--- config.mk ---
export PLATFORM = sky130hd
export DESIGN_NAME = conv11_fifo_sched
export DESIGN_NICKNAME = d
export VERILOG_FILES = /design/src/rtl/conv11_fifo_sched.sv
export SDC_FILE = /design/constraint.sdc
export NUM_CORES = 1
export LEC_CHECK = 0
export ABC_AREA = 1
export CAP_MARGIN = 20
export CORE_ASPECT_RATIO = 0.9
export CORE_MARGIN = 8
export CORE_UTILIZATION = 57
export CTS_CLUSTER_DIAMETER = 30
export CTS_CLUSTER_SIZE = 28
export DETAILED_ROUTE_END_ITERATION = 10
export HOLD_SLACK_MARGIN = 0.06
export PLACE_DENSITY = 0.81
export SETUP_SLACK_MARGIN = 0.1
export SLEW_MARGIN = 25
export SYNTH_ARGS = -nofsm -noshare
export SYNTH_HDL_FRONTEND = slang
export SYNTH_SLANG_ARGS = --single-unit
--- constraint.sdc ---
create_clock -name clk -period 2.5 [get_ports clk]
set_input_delay 0.375 -clock clk [delete_from_list [all_inputs] [get_ports clk]]
set_output_delay 0.375 -clock clk [all_outputs]
set_load 0.1 [all_outputs]
--- src/rtl/conv11_fifo_sched.sv ---
// rtl/conv11_fifo_sched.sv - conv11 feature FIFO write/read sequencer with end-of-tile flush
// Optional stall counter output enabled by CONV11_SCHED_STALL_CNT_EN.
module conv11_fifo_sched #(
  parameter int ADDR_BITS = 10,
  parameter int ROW_BITS  = 10
) (
  input  logic                 clk,
  input  logic                 rst_n,
  input  logic                 start,
  input  logic [ADDR_BITS:0]   cfg_row_words,
  input  logic [ROW_BITS-1:0]  cfg_rows,
  input  logic                 in_valid,
  output logic                 in_ready,
  output logic                 wr_en,
  input  logic                 out_ready,
  output logic                 rd_en,
  output logic                 dout_valid,
  output logic [ADDR_BITS:0]   M_count,
  output logic [ADDR_BITS:0]   S_count,
  input  logic                 M_Ready,
  input  logic                 S_Ready,
  output logic                 Next_Reg,
  output logic                 busy,
  output logic                 done
`ifdef CONV11_SCHED_STALL_CNT_EN
  ,
  output logic [31:0]          stall_cycles
`endif
);

  localparam int CW = ADDR_BITS + 1;

  typedef enum logic {W_IDLE, W_RUN} wstate_t;
  typedef enum logic [1:0] {R_IDLE, R_WAIT, R_READ, R_GAP} rstate_t;

  wstate_t             wstate_q, wstate_d;
  rstate_t             rstate_q, rstate_d;
  logic [CW-1:0]       row_words_q, row_words_d;
  logic [ROW_BITS-1:0] rows_q, rows_d;
  logic [CW-1:0]       wr_word_q, wr_word_d;
  logic [ROW_BITS-1:0] wr_row_q, wr_row_d;
  logic [CW-1:0]       rd_word_q, rd_word_d;
  logic [ROW_BITS-1:0] rd_row_q, rd_row_d;
  logic                gap_q, gap_d;
  logic                busy_q, busy_d;
  logic                next_reg_q, next_reg_d;
  logic                dout_valid_q, dout_valid_d;
  logic [ROW_BITS-1:0] wr_row_inc;
  logic [ROW_BITS-1:0] rd_row_inc;
  logic                start_acc;

  assign in_ready   = (wstate_q == W_RUN) & S_Ready;
  assign wr_en      = in_valid & in_ready;
  assign rd_en      = (rstate_q == R_READ) & out_ready;
  assign start_acc  = start & ~busy_q;
  assign wr_row_inc = wr_row_q + ROW_BITS'(1);
  assign rd_row_inc = rd_row_q + ROW_BITS'(1);

  assign M_count    = row_words_q;
  assign S_count    = row_words_q >> 2;
  assign dout_valid = dout_valid_q;
  assign Next_Reg   = next_reg_q;
  assign done       = next_reg_q;
  assign busy       = busy_q;

  always_comb begin
    wstate_d     = wstate_q;
    rstate_d     = rstate_q;
    row_words_d  = row_words_q;
    rows_d       = rows_q;
    wr_word_d    = wr_word_q;
    wr_row_d     = wr_row_q;
    rd_word_d    = rd_word_q;
    rd_row_d     = rd_row_q;
    gap_d        = gap_q;
    busy_d       = busy_q;
    next_reg_d   = 1'b0;
    dout_valid_d = rd_en;

    if (start_acc) begin
      row_words_d = cfg_row_words;
      rows_d      = cfg_rows;
      busy_d      = 1'b1;
      wr_word_d   = '0;
      wr_row_d    = '0;
      rd_word_d   = '0;
      rd_row_d    = '0;
      gap_d       = 1'b0;
      // An empty tile skips both sub-FSMs and flushes straight away.
      if (cfg_rows == '0) begin
        next_reg_d = 1'b1;
      end else begin
        wstate_d = W_RUN;
        rstate_d = R_WAIT;
      end
    end else begin
      if (next_reg_q) busy_d = 1'b0;

      if (wr_en) begin
        if (wr_word_q == row_words_q - CW'(1)) begin
          wr_word_d = '0;
          wr_row_d  = wr_row_inc;
          if (wr_row_inc == rows_q) wstate_d = W_IDLE;
        end else begin
          wr_word_d = wr_word_q + CW'(1);
        end
      end

      case (rstate_q)
        R_WAIT: if (M_Ready) rstate_d = R_READ;
        R_READ: begin
          if (rd_en) begin
            if (rd_word_q == (row_words_q >> 2) - CW'(1)) begin
              rd_word_d = '0;
              rd_row_d  = rd_row_inc;
              gap_d     = 1'b0;
              rstate_d  = R_GAP;
            end else begin
              rd_word_d = rd_word_q + CW'(1);
            end
          end
        end
        R_GAP: begin
          // Two gap cycles let M_Ready catch up with the row just drained.
          gap_d = 1'b1;
          if (gap_q) begin
            if (rd_row_q == rows_q) begin
              rstate_d   = R_IDLE;
              next_reg_d = 1'b1;
            end else begin
              rstate_d = R_WAIT;
            end
          end
        end
        default: ;
      endcase
    end
  end

  always_ff @(posedge clk or negedge rst_n) begin
    if (!rst_n) begin
      wstate_q     <= W_IDLE;
      rstate_q     <= R_IDLE;
      row_words_q  <= '0;
      rows_q       <= '0;
      wr_word_q    <= '0;
      wr_row_q     <= '0;
      rd_word_q    <= '0;
      rd_row_q     <= '0;
      gap_q        <= 1'b0;
      busy_q       <= 1'b0;
      next_reg_q   <= 1'b0;
      dout_valid_q <= 1'b0;
    end else begin
      wstate_q     <= wstate_d;
      rstate_q     <= rstate_d;
      row_words_q  <= row_words_d;
      rows_q       <= rows_d;
      wr_word_q    <= wr_word_d;
      wr_row_q     <= wr_row_d;
      rd_word_q    <= rd_word_d;
      rd_row_q     <= rd_row_d;
      gap_q        <= gap_d;
      busy_q       <= busy_d;
      next_reg_q   <= next_reg_d;
      dout_valid_q <= dout_valid_d;
    end
  end

`ifdef CONV11_SCHED_STALL_CNT_EN
  logic [31:0] stall_q, stall_d;

  always_comb begin
    stall_d = stall_q;
    if (start_acc) begin
      stall_d = '0;
    end else if (((rstate_q == R_WAIT) || ((rstate_q == R_READ) && !out_ready))
                 && (stall_q != 32'hFFFF_FFFF)) begin
      stall_d = stall_q + 32'd1;
    end
  end

  always_ff @(posedge clk or negedge rst_n) begin
    if (!rst_n) stall_q <= '0;
    else        stall_q <= stall_d;
  end

  assign stall_cycles = stall_q;
`endif

endmodule
==> flow_summary.ini <==
[global_route]
grt.total_usage_pct = 21.1
grt_max_degree = 44
grt_overflow = 0
grt_pass1_wl_um = 19900
antenna_found_initial = 0
grt_pass1_vias = 4302

[floorplan]
fp-row-count = 31
pin_count = 57
die-area_um2 = 11600
die_h_um = 103
core-area_um2 = 8110
initial_utilization_pct = 58.8
die_w_um = 112

[finish]
syn_to_final_growth_pct = 14.6
nets = 732
multi_input_area_um2 = 2590
ff_latch_area_um2 = 1760
final_area_um2 = 5470
postLayoutCoreUtil_pct = 67.4
n_fill_cell = 684
drive_above_1_share_pct = 16.5
insertedDiodeCount = 0

[cts]
cts-htree-levels = 3
cts_made_buffers = 9
cts_max_path_buffers = 2
clock_latency_ps = 350
clk_pin_slew_ps = 70
cts_root_buffer = clkbuf_8
cts_sinks = 70
cts_tree = built
cts_setup_buffers = 0

[yosys]
synth_top_area_share_pct = 36.7
syn-mean-instance-area_um2 = 7.26
synth-main-ff-cell = dfrtp_1
yosys_warnings = 0
yosys.area.top_type = dfrtp_1
synthTopCellsByArea = dfrtp_1, nand2_1, xor2_1
synth_edf_count = 0
yosysMostFrequentCell = nand2_1
ys_ff_latch = 70
synth.distinct_cells = 37
syn_area_um2 = 4770
synthTopCellsByCount = nand2_1, dfrtp_1, inv_1
ys_seq_area_share_pct = 36.7
ys_async_sr_fraction_pct = 100
syn-instance-count = 657

[worst_setup_path]
path_buf_inv = 2
r2r_slack_ps = 240
crit_path_cell_trace = inv_2 -> ha_1 -> inv_1 -> nand2_1 -> nand2_1 -> xor2_1 -> nor2_1 -> nand2_1 -> nor2_1 -> nand3_2 -> nand2_1 -> nand2_8 -> nand2_2 -> o21ai_2
slowest_stage = dfrtp_2
critPathKind = register to register
critPathMaxStageDelay_ps = 460
r2r-end = rd_row_q[0]
critical_path.max_fanout = 20
path_delay_family = simple AND/OR/NAND/NOR gates
r2r-start = M_count[2]
start_kind = register
required_ps = 2740
cp-end-kind = register
path_common_cell = nand2_1
crit_arrival_ps = 2500
r2r_cells = 14

[sta]
fin_crit_sh_pct = 90.5
final_hold_viol_count = 0
fin_crit_ps = 2260
slew_headroom_pct = 59.0
worstMarginPinSlew_ps = 613
rsz0062_at_grt = true
final_max_slew_viol_count = 0
setup_viol = 0
timing.fmax_mhz = 442
fin_skew_ps = 10.5
hold_slack_ps = 501
totalNegativeSetupSlack_ps = 0

[detailed_routing]
first_pass_iters = 5
postRouteAntennaNets = 0
dr_total_vias = 4317
wl_per_cell_um = 14.2
drt-total-wl_um = 11400
via_per_inst = 5.40
drc = 0
drtIter0Drc = 291

[power]
ir_drop_mv = 0.422
powerDensity_nw_per_um2 = 676
leakage_nw = 2.53
power.total_mw = 3.69

[place]
hpwl_um = 8560
port_buffers = 54
gp_congestion = 0.909
place_area_um2 = 5240

[worst_hold_path]
worstHoldEndpoint = wstate_q
hold_start = wstate_q
hold_depth = 2
hp-class = register to register

[run_status]
status = finished, final reports clean

[job]
max_cap_violations = 0
## registers in the layout, indices dropped and copies added, names as in the netlist
name and flops:
Next_Reg 1, rd_word_q 11, busy 1, rows_q 10, wr_row_q 10, gap_q 1
wstate_q 1, M_count 11, rd_row_q 10, dout_valid 1, wr_word_q 11, rstate_q 2
## worst register-to-register path, stage by stage (launching register included)
cell     delay (ps)
dfrtp_2         460
inv_2           140
ha_1            270
inv_1            90
nand2_1          60
nand2_1          60
xor2_1          140
nor2_1          110
nand2_1          60
nor2_1          110
nand3_2         140
nand2_1         190
nand2_8         170
nand2_2         120
o21ai_2          50
## worst max path at each step
stage               startpoint          end  slack [ps]  cells past startpoint
finish              M_count[2]  rd_row_q[0]         240                     14
global route        M_count[2]  rd_row_q[4]          80                     14
CTS                 M_count[2]  rd_row_q[0]         100                     14
detailed placement  M_count[2]  rd_row_q[0]         120                     14
global placement    M_count[2]  rd_row_q[3]         190                     14
floorplan           M_count[5]  rd_row_q[7]         160                     15
## placed cells by master (no fill, tap or decap), types with 11 or more instances in the layout
cell / instances
nand3_1: 49
xnor2_1: 14
buf_4: 28
clkbuf_8: 11
clkdlybuf4s50_1: 26
o21ai_0: 28
nand2_1: 185
inv_1: 64
nand4_1: 11
nor2_1: 60
xor2_1: 29
dfrtp_1: 66
nand2_2: 22
o21ai_2: 20
## routing by layer
layer  wire length (um)  part of all wire (%)  track usage, %
met5                  0                     0               0
met4                134                   1.2            5.69
met3                631                   5.6            5.62
met2               5710                    50            37.4
met1               4880                    43            25.0
## cell families after synthesis
kind of cell / count (synthesis) / synth area share (%)
compound gates: 72 / 9.44
xor+xnor: 43 / 7.90
fa+ha+maj: 6 / 1.57
buf+inv: 99 / 9.58
flops: 70 / 36.7
mux: 1 / 0.210
other cells: 1 / 0.0786
simple gates: 365 / 34.5
## power by group
part / leakage, nW / internal (mW) / switching, mW / total [mW]
Sequential: 0.882 / 1.30 / 0.244 / 1.54
Combinational: 1.56 / 0.453 / 0.786 / 1.24
Clock: 0.0956 / 0.506 / 0.406 / 0.912
## area by class of cell
cell class / instances / share of cell area (%)
clock buffer: 13 / 2.91
clock inverter: 1 / 0.549
inverter: 69 / 4.74
multi-input combinational: 489 / 47.4
sequential: 70 / 32.1
tap: 99 / 2.27
timing repair buffer: 59 / 9.98
## what timing repair did
| item | in CTS | in global routing |
|---|---|---|
| setup endpoints to repair | 0 | 29 |
| resized for setup | 0 | 4 |
| hold buffers | 1 | 0 |
| hold endpoints to repair | 18 | 0 |
## per-stage QoR
stage / std cells / worst slack [ps]
6_report: 800 / 238
5_1_grt: 800 / 82.9
4_1_cts: 800 / 101
3_5_place_dp: 785 / 119
3_3_place_gp: 785 / 188
2_1_floorplan: 658 / 157
(Power assumes the default switching activity.)
